<file path="src/rtl/uart_pkg.sv">
// uart_pkg: shared types and constants for the UART receiver slice.
// Holds the receiver state encoding, snake direction codes, default clock and
// baud constants, and the key-to-direction decoder.
package uart_pkg;

  localparam int DEF_SYS_CLK_FRE = 50_000_000;
  localparam int DEF_BPS         = 9_600;

  typedef enum logic [1:0] {
    ST_IDLE  = 2'd0,
    ST_START = 2'd1,
    ST_DATA  = 2'd2,
    ST_STOP  = 2'd3
  } rx_state_e;

  localparam logic [2:0] DIR_NONE  = 3'd0;
  localparam logic [2:0] DIR_UP    = 3'd1;
  localparam logic [2:0] DIR_DOWN  = 3'd2;
  localparam logic [2:0] DIR_LEFT  = 3'd3;
  localparam logic [2:0] DIR_RIGHT = 3'd4;

  // Map a received key to a direction; unknown keys keep the current heading.
  function automatic logic [2:0] dir_decode(input logic [7:0] key,
                                            input logic [2:0] cur);
    logic [2:0] res;
    case (key)
      8'h77, 8'h57: res = DIR_UP;     // 'w' / 'W'
      8'h73, 8'h53: res = DIR_DOWN;   // 's' / 'S'
      8'h61, 8'h41: res = DIR_LEFT;   // 'a' / 'A'
      8'h64, 8'h44: res = DIR_RIGHT;  // 'd' / 'D'
      default:      res = cur;
    endcase
    return res;
  endfunction

endpackage

</file>
<file path="src/rtl/uart_rx_sync.sv">
// uart_rx_sync: two-flop synchronizer for the asynchronous serial line.
// Both flops reset to 1 so a reset looks like an idle (high) line.
module uart_rx_sync (
  input  logic clk,
  input  logic rst,
  input  logic d,
  output logic q
);

  logic meta_q, meta_d;
  logic sync_q, sync_d;

  // Next values: shift the raw line through the two stages.
  always_comb begin
    meta_d = d;
    sync_d = meta_q;
  end

  // Synchronizer flops with synchronous reset to the idle level.
  always_ff @(posedge clk) begin
    if (rst) begin
      meta_q <= 1'b1;
      sync_q <= 1'b1;
    end else begin
      meta_q <= meta_d;
      sync_q <= sync_d;
    end
  end

  assign q = sync_q;

endmodule

</file>
<file path="src/rtl/uart_rx.sv">
// uart_rx: 8N1 UART receiver with snake-direction key decoding.
// Samples the start bit at mid-bit, then each data and stop bit one bit period
// later, returning to IDLE at mid-stop so back-to-back frames are not lost.
// Optional build macro: UART_RX_MAJORITY_EN -- each sample becomes the 2-of-3
// majority of the synchronized line over the sample cycle and the two before it.
module uart_rx
  import uart_pkg::*;
#(
  parameter int SYS_CLK_FRE = DEF_SYS_CLK_FRE,
  parameter int BPS         = DEF_BPS
) (
  input  logic       sys_clk,
  input  logic       sys_rst,
  input  logic       uart_rxd,
  output logic [7:0] uart_data,
  output logic       uart_done,
  output logic       frame_err,
  output logic       busy,
  output logic [2:0] direction
);

  localparam int BPS_CNT = SYS_CLK_FRE / BPS;
  localparam int CNT_W   = $clog2(BPS_CNT + 1);
  localparam logic [CNT_W-1:0] CNT_LAST = CNT_W'(BPS_CNT - 1);
  localparam logic [CNT_W-1:0] CNT_MID  = CNT_W'(BPS_CNT / 2 - 1);
  localparam logic [CNT_W-1:0] CNT_ONE  = CNT_W'(1);
  localparam logic [CNT_W-1:0] CNT_ZERO = CNT_W'(0);

  logic             rx_s;
  logic             rx_d1_q, rx_d1_d;
  logic             sample_s;
  logic             fall_s;
  logic             busy_s;
  rx_state_e        state_q, state_d;
  logic [CNT_W-1:0] clk_cnt_q, clk_cnt_d;
  logic [2:0]       bit_cnt_q, bit_cnt_d;
  logic [7:0]       shift_q, shift_d;
  logic [7:0]       uart_data_q, uart_data_d;
  logic             uart_done_q, uart_done_d;
  logic             frame_err_q, frame_err_d;
  logic [2:0]       direction_q, direction_d;

  uart_rx_sync u_sync (
    .clk (sys_clk),
    .rst (sys_rst),
    .d   (uart_rxd),
    .q   (rx_s)
  );

  // One-cycle history of the synchronized line, used for edge detection.
  always_comb begin
    rx_d1_d = rx_s;
  end

`ifdef UART_RX_MAJORITY_EN
  logic rx_d2_q, rx_d2_d;

  // Second history stage, only needed for the majority vote.
  always_comb begin
    rx_d2_d = rx_d1_q;
  end

  // Second history flop, reset to the idle level.
  always_ff @(posedge sys_clk) begin
    if (sys_rst) begin
      rx_d2_q <= 1'b1;
    end else begin
      rx_d2_q <= rx_d2_d;
    end
  end

  assign sample_s = (rx_s & rx_d1_q) | (rx_s & rx_d2_q) | (rx_d1_q & rx_d2_q);
`else
  assign sample_s = rx_s;
`endif

  assign fall_s = rx_d1_q & ~rx_s;

  // State register and datapath flops; reset aborts any frame in flight.
  always_ff @(posedge sys_clk) begin
    if (sys_rst) begin
      rx_d1_q     <= 1'b1;
      state_q     <= ST_IDLE;
      clk_cnt_q   <= CNT_ZERO;
      bit_cnt_q   <= 3'd0;
      shift_q     <= 8'd0;
      uart_data_q <= 8'd0;
      uart_done_q <= 1'b0;
      frame_err_q <= 1'b0;
      direction_q <= DIR_NONE;
    end else begin
      rx_d1_q     <= rx_d1_d;
      state_q     <= state_d;
      clk_cnt_q   <= clk_cnt_d;
      bit_cnt_q   <= bit_cnt_d;
      shift_q     <= shift_d;
      uart_data_q <= uart_data_d;
      uart_done_q <= uart_done_d;
      frame_err_q <= frame_err_d;
      direction_q <= direction_d;
    end
  end

  // Next-state and datapath update: bit timing, shifting and frame checking.
  always_comb begin
    state_d     = state_q;
    clk_cnt_d   = clk_cnt_q;
    bit_cnt_d   = bit_cnt_q;
    shift_d     = shift_q;
    uart_data_d = uart_data_q;
    uart_done_d = 1'b0;
    frame_err_d = 1'b0;
    direction_d = direction_q;
    case (state_q)
      ST_IDLE: begin
        clk_cnt_d = CNT_ZERO;
        bit_cnt_d = 3'd0;
        if (fall_s) begin
          state_d = ST_START;
        end else begin
          state_d = ST_IDLE;
        end
      end
      ST_START: begin
        if (clk_cnt_q == CNT_MID) begin
          clk_cnt_d = CNT_ZERO;
          // A start bit that is high again by mid-bit was only a glitch.
          if (!sample_s) begin
            state_d = ST_DATA;
          end else begin
            state_d = ST_IDLE;
          end
        end else begin
          clk_cnt_d = clk_cnt_q + CNT_ONE;
        end
      end
      ST_DATA: begin
        if (clk_cnt_q == CNT_LAST) begin
          clk_cnt_d = CNT_ZERO;
          shift_d   = {sample_s, shift_q[7:1]};
          if (bit_cnt_q == 3'd7) begin
            bit_cnt_d = 3'd0;
            state_d   = ST_STOP;
          end else begin
            bit_cnt_d = bit_cnt_q + 3'd1;
          end
        end else begin
          clk_cnt_d = clk_cnt_q + CNT_ONE;
        end
      end
      ST_STOP: begin
        if (clk_cnt_q == CNT_LAST) begin
          // Leave at mid-stop so the next start edge is caught immediately.
          clk_cnt_d = CNT_ZERO;
          state_d   = ST_IDLE;
          if (sample_s) begin
            uart_data_d = shift_q;
            uart_done_d = 1'b1;
            direction_d = dir_decode(shift_q, direction_q);
          end else begin
            frame_err_d = 1'b1;
          end
        end else begin
          clk_cnt_d = clk_cnt_q + CNT_ONE;
        end
      end
      default: begin
        state_d   = ST_IDLE;
        clk_cnt_d = CNT_ZERO;
        bit_cnt_d = 3'd0;
      end
    endcase
  end

  // Output decode: busy whenever a frame is being tracked.
  always_comb begin
    if (state_q != ST_IDLE) begin
      busy_s = 1'b1;
    end else begin
      busy_s = 1'b0;
    end
  end

  assign busy      = busy_s;
  assign uart_data = uart_data_q;
  assign uart_done = uart_done_q;
  assign frame_err = frame_err_q;
  assign direction = direction_q;

endmodule
</file>
<file path="config.mk">
export PLATFORM = sky130hd
export DESIGN_NAME = uart_rx
export DESIGN_NICKNAME = d
export VERILOG_FILES = /design/src/rtl/uart_pkg.sv /design/src/rtl/uart_rx_sync.sv /design/src/rtl/uart_rx.sv
export SDC_FILE = /design/constraint.sdc
export NUM_CORES = 1
export LEC_CHECK = 0
export CAP_MARGIN = 10
export CORE_MARGIN = 1
export CORE_UTILIZATION = 45
export DETAILED_ROUTE_END_ITERATION = 16
export PLACE_DENSITY_LB_ADDON = 0.05
export SLEW_MARGIN = 10
export SYNTH_ARGS = -nofsm -noshare
export SYNTH_HDL_FRONTEND = slang
export SYNTH_SLANG_ARGS = --single-unit
</file>
<file path="constraint.sdc">
create_clock -name sys_clk -period 6.2 [get_ports sys_clk]
set_clock_uncertainty 0.2 [all_clocks]
set_input_delay 1.24 -clock sys_clk [delete_from_list [all_inputs] [get_ports sys_clk]]
set_output_delay 1.24 -clock sys_clk [all_outputs]
set_load 0.1 [all_outputs]
</file>
Word level (Yosys, flattened, before mapping)

Index checks and enable logic that the tools add are counted.

Reduce and logical (&&, ||, !) cells: 15
Add/sub/neg operators: 2
Equality and inequality tests: 18
Multiplexer cells: 17
Bitwise logic cells: 4

Operators by type and width:

| operator              | count |
|---|---|
| $eq 8x7->1 const B    | 8 |
| $pmux 13 s3           | 1 |
| $mux 13               | 2 |
| $add 13x1->13 const B | 1 |
| $eq 13x12->1 const B  | 1 |
| $eq 13x13->1 const B  | 1 |
| $pmux 3 s4            | 1 |
| $mux 2                | 5 |
| $reduce_or 2->1       | 5 |
| $ne 2x2->1 const B    | 4 |
| $pmux 2 s4            | 1 |
| $reduce_and 4->1      | 2 |
| $mux 3                | 2 |
| $pmux 3 s2            | 1 |
| $eq 2x2->1 const B    | 2 |
| $mux 1                | 4 |
| $reduce_and 2->1      | 2 |
| $reduce_bool 2->1     | 2 |
| $reduce_bool 4->1     | 1 |
| $add 3x1->3 const B   | 1 |
| $eq 3x3->1 const B    | 1 |
| $not 1->1             | 3 |
| $reduce_and 3->1      | 1 |
| $reduce_or 3->1       | 1 |
| 3 further kinds       | 3 |

Flip-flop bits (word level): 42
Output and inout bits: 14
Word-level logic and storage cells: 67
Input bits: 3

Longest topological paths before layout

Depth in word-level cells: 4
Mapped depth: 6
Mapped depth without buffers: 5

Cells and area by module

A second synthesis with hierarchy kept.

Cells, all modules: 192
Area total of the unflattened synthesis: 1843.0 µm²

Modules (own cells, without submodules):

| module       | instances | sequential area each (µm²) | area each (µm²) | cells an instance |
|---|---|---|---|---|
| uart_rx      | 1         | 800.8                      | 1790.5          | 188 |
| uart_rx_sync | 1         | 40.0                       | 52.6            | 4 |

Worst setup path after synthesis

OpenSTA, ideal clock, no wires.

Kind: register to output
Start: register with a tool-made name
End: output busy
Data required time: 4760 ps
Path slack: 3687 ps
Cell stages (with the launch flop): 3
Buffers on the path: 1
Arrival: 1073 ps
Path through: dfxtp_1 > clkbuf_1 > or2_2

RTL lines:

| what      | line          | source |
|---|---|---|
| to (decl) | uart_rx.sv:18 | `output logic busy,` |

Final worst setup path

Start: register state_q[0]
End: output busy

Cells in the longest elaborated chain, start to end: 2

RTL lines:

| what                   | line           | source |
|---|---|---|
| from (decl)            | uart_rx.sv:34  | `rx_state_e state_q, state_d;` |
| from (signal assigned) | uart_rx.sv:93  | `state_q <= state_d;` |
| $reduce_bool 2->1      | uart_rx.sv:177 | `if (state_q != ST_IDLE) begin` |
| $mux 1                 | uart_rx.sv:177 |  |

Every way passes these cells.

==> load_flow_metrics.sql <==
INSERT INTO impl_metrics (metric_group, metric, value, unit) VALUES
('timing', 'max_slew_margin', '35.2', '%'),
('finish', 'area_growth_syn_to_layout', '15.4', '%'),
('global_routing', 'grt_first_pass_wirelength', '6350', 'um'),
('synth', 'synth_ff_type', 'dfxtp_1', ''),
('place', 'place.gp.congestion', '0.838', ''),
('global_routing', 'grt_usage', '19.3', '%'),
('timing', 'tns', '0', 'ns'),
('place', 'dpl.hpwl', '2490', 'um'),
('die', 'i_o_pins', '17', ''),
('global_routing', 'grt.met3_usage', '5.17', '%'),
('worst_setup_path', 'worst_path_dominant_cell_family', 'buffers and inverters', ''),
('route', 'route.vias.total', '1468', ''),
('die', 'floorplan.die_area', '4360', 'um^2'),
('finish', 'most_used_cells_in_the_layout_excluding_fill_and_tap_cells', '42 x dfxtp_1, 17 x nor3_1, 16 x clkdlybuf4s50_1', ''),
('die', 'core.rowCount', '22', ''),
('route', 'drt-initial-drc-count', '98', ''),
('synth', 'synth_nets', '211', ''),
('timing', 'finalMaxSlewViolations', '0', ''),
('outcome', 'run_status', 'finished, final reports clean', ''),
('global_routing', 'maximum_number_of_pins_on_one_net_before_global_route_repair', '28', ''),
('power', 'power.density', '221', 'nW/um^2'),
('worst_setup_path', 'startpoint_type', 'flop', ''),
('clock_network', 'tritoncts', 'built', ''),
('route', 'post-route-drc-count', '0', ''),
('worst_setup_path', 'critPathSlowestCell', 'clkdlybuf4s50_1', ''),
('timing', 'worst_slew_pin_slew', '0.968', 'ns'),
('timing', 'report.final.hold_viol_count', '0', ''),
('synth', 'synth-seq-area-share', '45.6', '%'),
('synth', 'synth_async_sr_flop_share', '0', '%'),
('clock_network', 'cts_root_buf', 'clkbuf_8', ''),
('global_routing', 'antenna_found_initial', '0', ''),
('worst_setup_path', 'kind_of_end_point_of_the_critical_path', 'primary output', ''),
('worst_setup_path', 'r2r_cells', '5', ''),
('global_routing', 'first_global_vias', '1377', ''),
('clock_network', 'cts_htree_levels', '2', ''),
('clock_network', 'clock_latency', '0.29', 'ns'),
('timing', 'period_minus_slack', '3.63', 'ns'),
('worst_setup_path', 'crit_type', 'flop to primary output', ''),
('global_routing', 'grt.met2_usage', '29.7', '%'),
('die', 'floorplan.core_area', '3800', 'um^2'),
('power', 'vdd_drop_max', '125', 'uV'),
('clock_network', 'numClockSinks', '42', ''),
('timing', 'rsz_0062_raised_after_global_routing', 'false', ''),
('clock_network', 'postCtsSetupRepairBufs', '0', ''),
('clock_network', 'postCtsResizedCells', '0', ''),
('clock_network', 'tritoncts.num_buffers', '5', ''),
('worst_hold_path', 'hold-path-cell-count', '1', ''),
('worst_setup_path', 'cp_slowest_stage_delay', '1.12', 'ns'),
('finish', 'finalCoreUtilization', '56.0', '%'),
('route', 'dr.pass1.iters', '4', ''),
('clock_network', 'cts_max_path_buffers', '2', ''),
('worst_setup_path', 'worst_ep_arrival_time', '2.19', 'ns'),
('finish', 'final_nets', '224', ''),
('clock_network', 'path_clk_slew', '0.08', 'ns'),
('synth', 'yosysWarnings', '0', ''),
('worst_setup_path', 'crit_path_max_fanout', '14', ''),
('timing', 'hold_ws', '0.237', 'ns'),
('die', 'die_h', '66.0', 'um'),
('global_routing', 'globalRoute.totalOverflow', '0', ''),
('die', 'start_util', '48.5', '%'),
('global_routing', 'globalRoute.busiestLayer', 'met2', ''),
('route', 'detail_route.vias_per_cell', '5.50', ''),
('timing', 'max_freq', '275', 'MHz'),
('power', 'totalPowerFinal', '0.470', 'mW'),
('worst_hold_path', 'min_path_type', 'flop to flop', ''),
('finish', 'number_of_diodes_added_for_antenna_fixing', '0', ''),
('synth', 'netlist_area', '1840', 'um^2'),
('synth', 'post_syn_instances', '205', ''),
('finish', 'share_of_final_layout_standard_cells_stronger_than_drive_strength_1', '8.22', '%'),
('route', 'ant_nets', '0', ''),
('synth', 'synth-edff-count', '0', '');
-- state kept, by name, indices dropped and copies added, names as in the netlist, named ones only --
register and count:
direction 3, u_sync.q 1, shift_q 8, frame_err 1, rx_d1_q 1, bit_cnt_q 3, uart_data 8, clk_cnt_q 13
state_q 1, uart_done 1, u_sync.meta_q 1
-- worst reg2reg max path, stage by stage, from the launching register on --
cell       delay [ns]
dfxtp_1          0.39
ha_1             0.33
or4bb_1          0.48
or4_4            0.53
a2bb2oi_2        0.54
nor3_1           0.12
-- cells by family (layout without fill, tap and decap cells) --
logic type	after synthesis	after routing	synth area share (%)
xor gates and xnor gates	12	12	5.70
buffers and inverters	19	33	4.28
AOI/OAI and AO/OA	29	29	10.3
muxes	11	11	6.04
and+or+nand+nor	89	89	26.0
DFF	42	42	45.6
adders and majority gates	3	3	2.04
-- layout make-up --
type                            count  area, um^2
Sequential cell                    42         841
Multi-Input combinational cell    144         930
Fill cell                         345        1670
Tap cell                           48        60.1
Timing Repair Buffer               18         175
Clock inverter                      2        12.5
Clock buffer                        6        82.6
Inverter                            7        26.3
-- metrics by stage --
| stage | instance area (um^2) | worst slack [ns] | cells |
|---|---|---|---|
| finish | 2130 | 2.57 | 267 |
| global route | 2130 | 2.50 | 267 |
| CTS | 2130 | 2.56 | 267 |
| detailed placement | 2030 | 2.56 | 259 |
| global placement | 2030 | 2.65 | 259 |
| floorplan | 1840 | 3.69 | 205 |
-- synthesized netlist by cell type, types with 2 or more instances --
cell | number | area share [%]
or3_1 | 2 | 0.68
ha_1 | 3 | 2.0
nor3_1 | 17 | 4.6
and3_1 | 3 | 1.0
nand4_1 | 3 | 1.0
o32ai_1 | 2 | 0.95
nor4_1 | 5 | 1.7
nand2_1 | 12 | 2.4
nand3_1 | 15 | 4.1
xor2_1 | 4 | 1.9
a21oi_1 | 10 | 2.7
inv_1 | 7 | 1.4
nand2b_1 | 3 | 1.0
or2_2 | 3 | 1.0
nor4b_1 | 2 | 0.95
clkbuf_1 | 8 | 1.6
nor3b_1 | 3 | 1.2
mux2i_1 | 10 | 5.4
o21ai_0 | 8 | 2.2
xnor2_1 | 8 | 3.8
dfxtp_1 | 42 | 46
buf_2 | 3 | 0.81
nor2_1 | 14 | 2.9
-- worst paths after layout --
| kind | startpoint | end | slack [ns] |
|---|---|---|---|
| min reg2reg | u_sync.meta_q | u_sync.q | 0.24 |
| max reg2reg | clk_cnt_q[0] | clk_cnt_q[4] | 3.46 |
| max | state_q[0] | busy | 2.57 |
| min | u_sync.meta_q | u_sync.q | 0.24 |
-- where the power goes --
group	leakage (nW)	switching (mW)	internal (mW)
registers	0.339	0.00174	0.271
logic	0.297	0.00993	0.00419
clock network	0.0472	0.0942	0.0895
-- routing by layer --
layer  wire (um)  share of wire [%]  vias to the layer above
li1            -                  -                      758
met1        1850                 51                      680
met2        1610                 44                       25
met3         135                3.7                        5
met4          47                1.3                        0
met5           0                  0                        -
No activity file was read; power rests on OpenSTA's default activity.
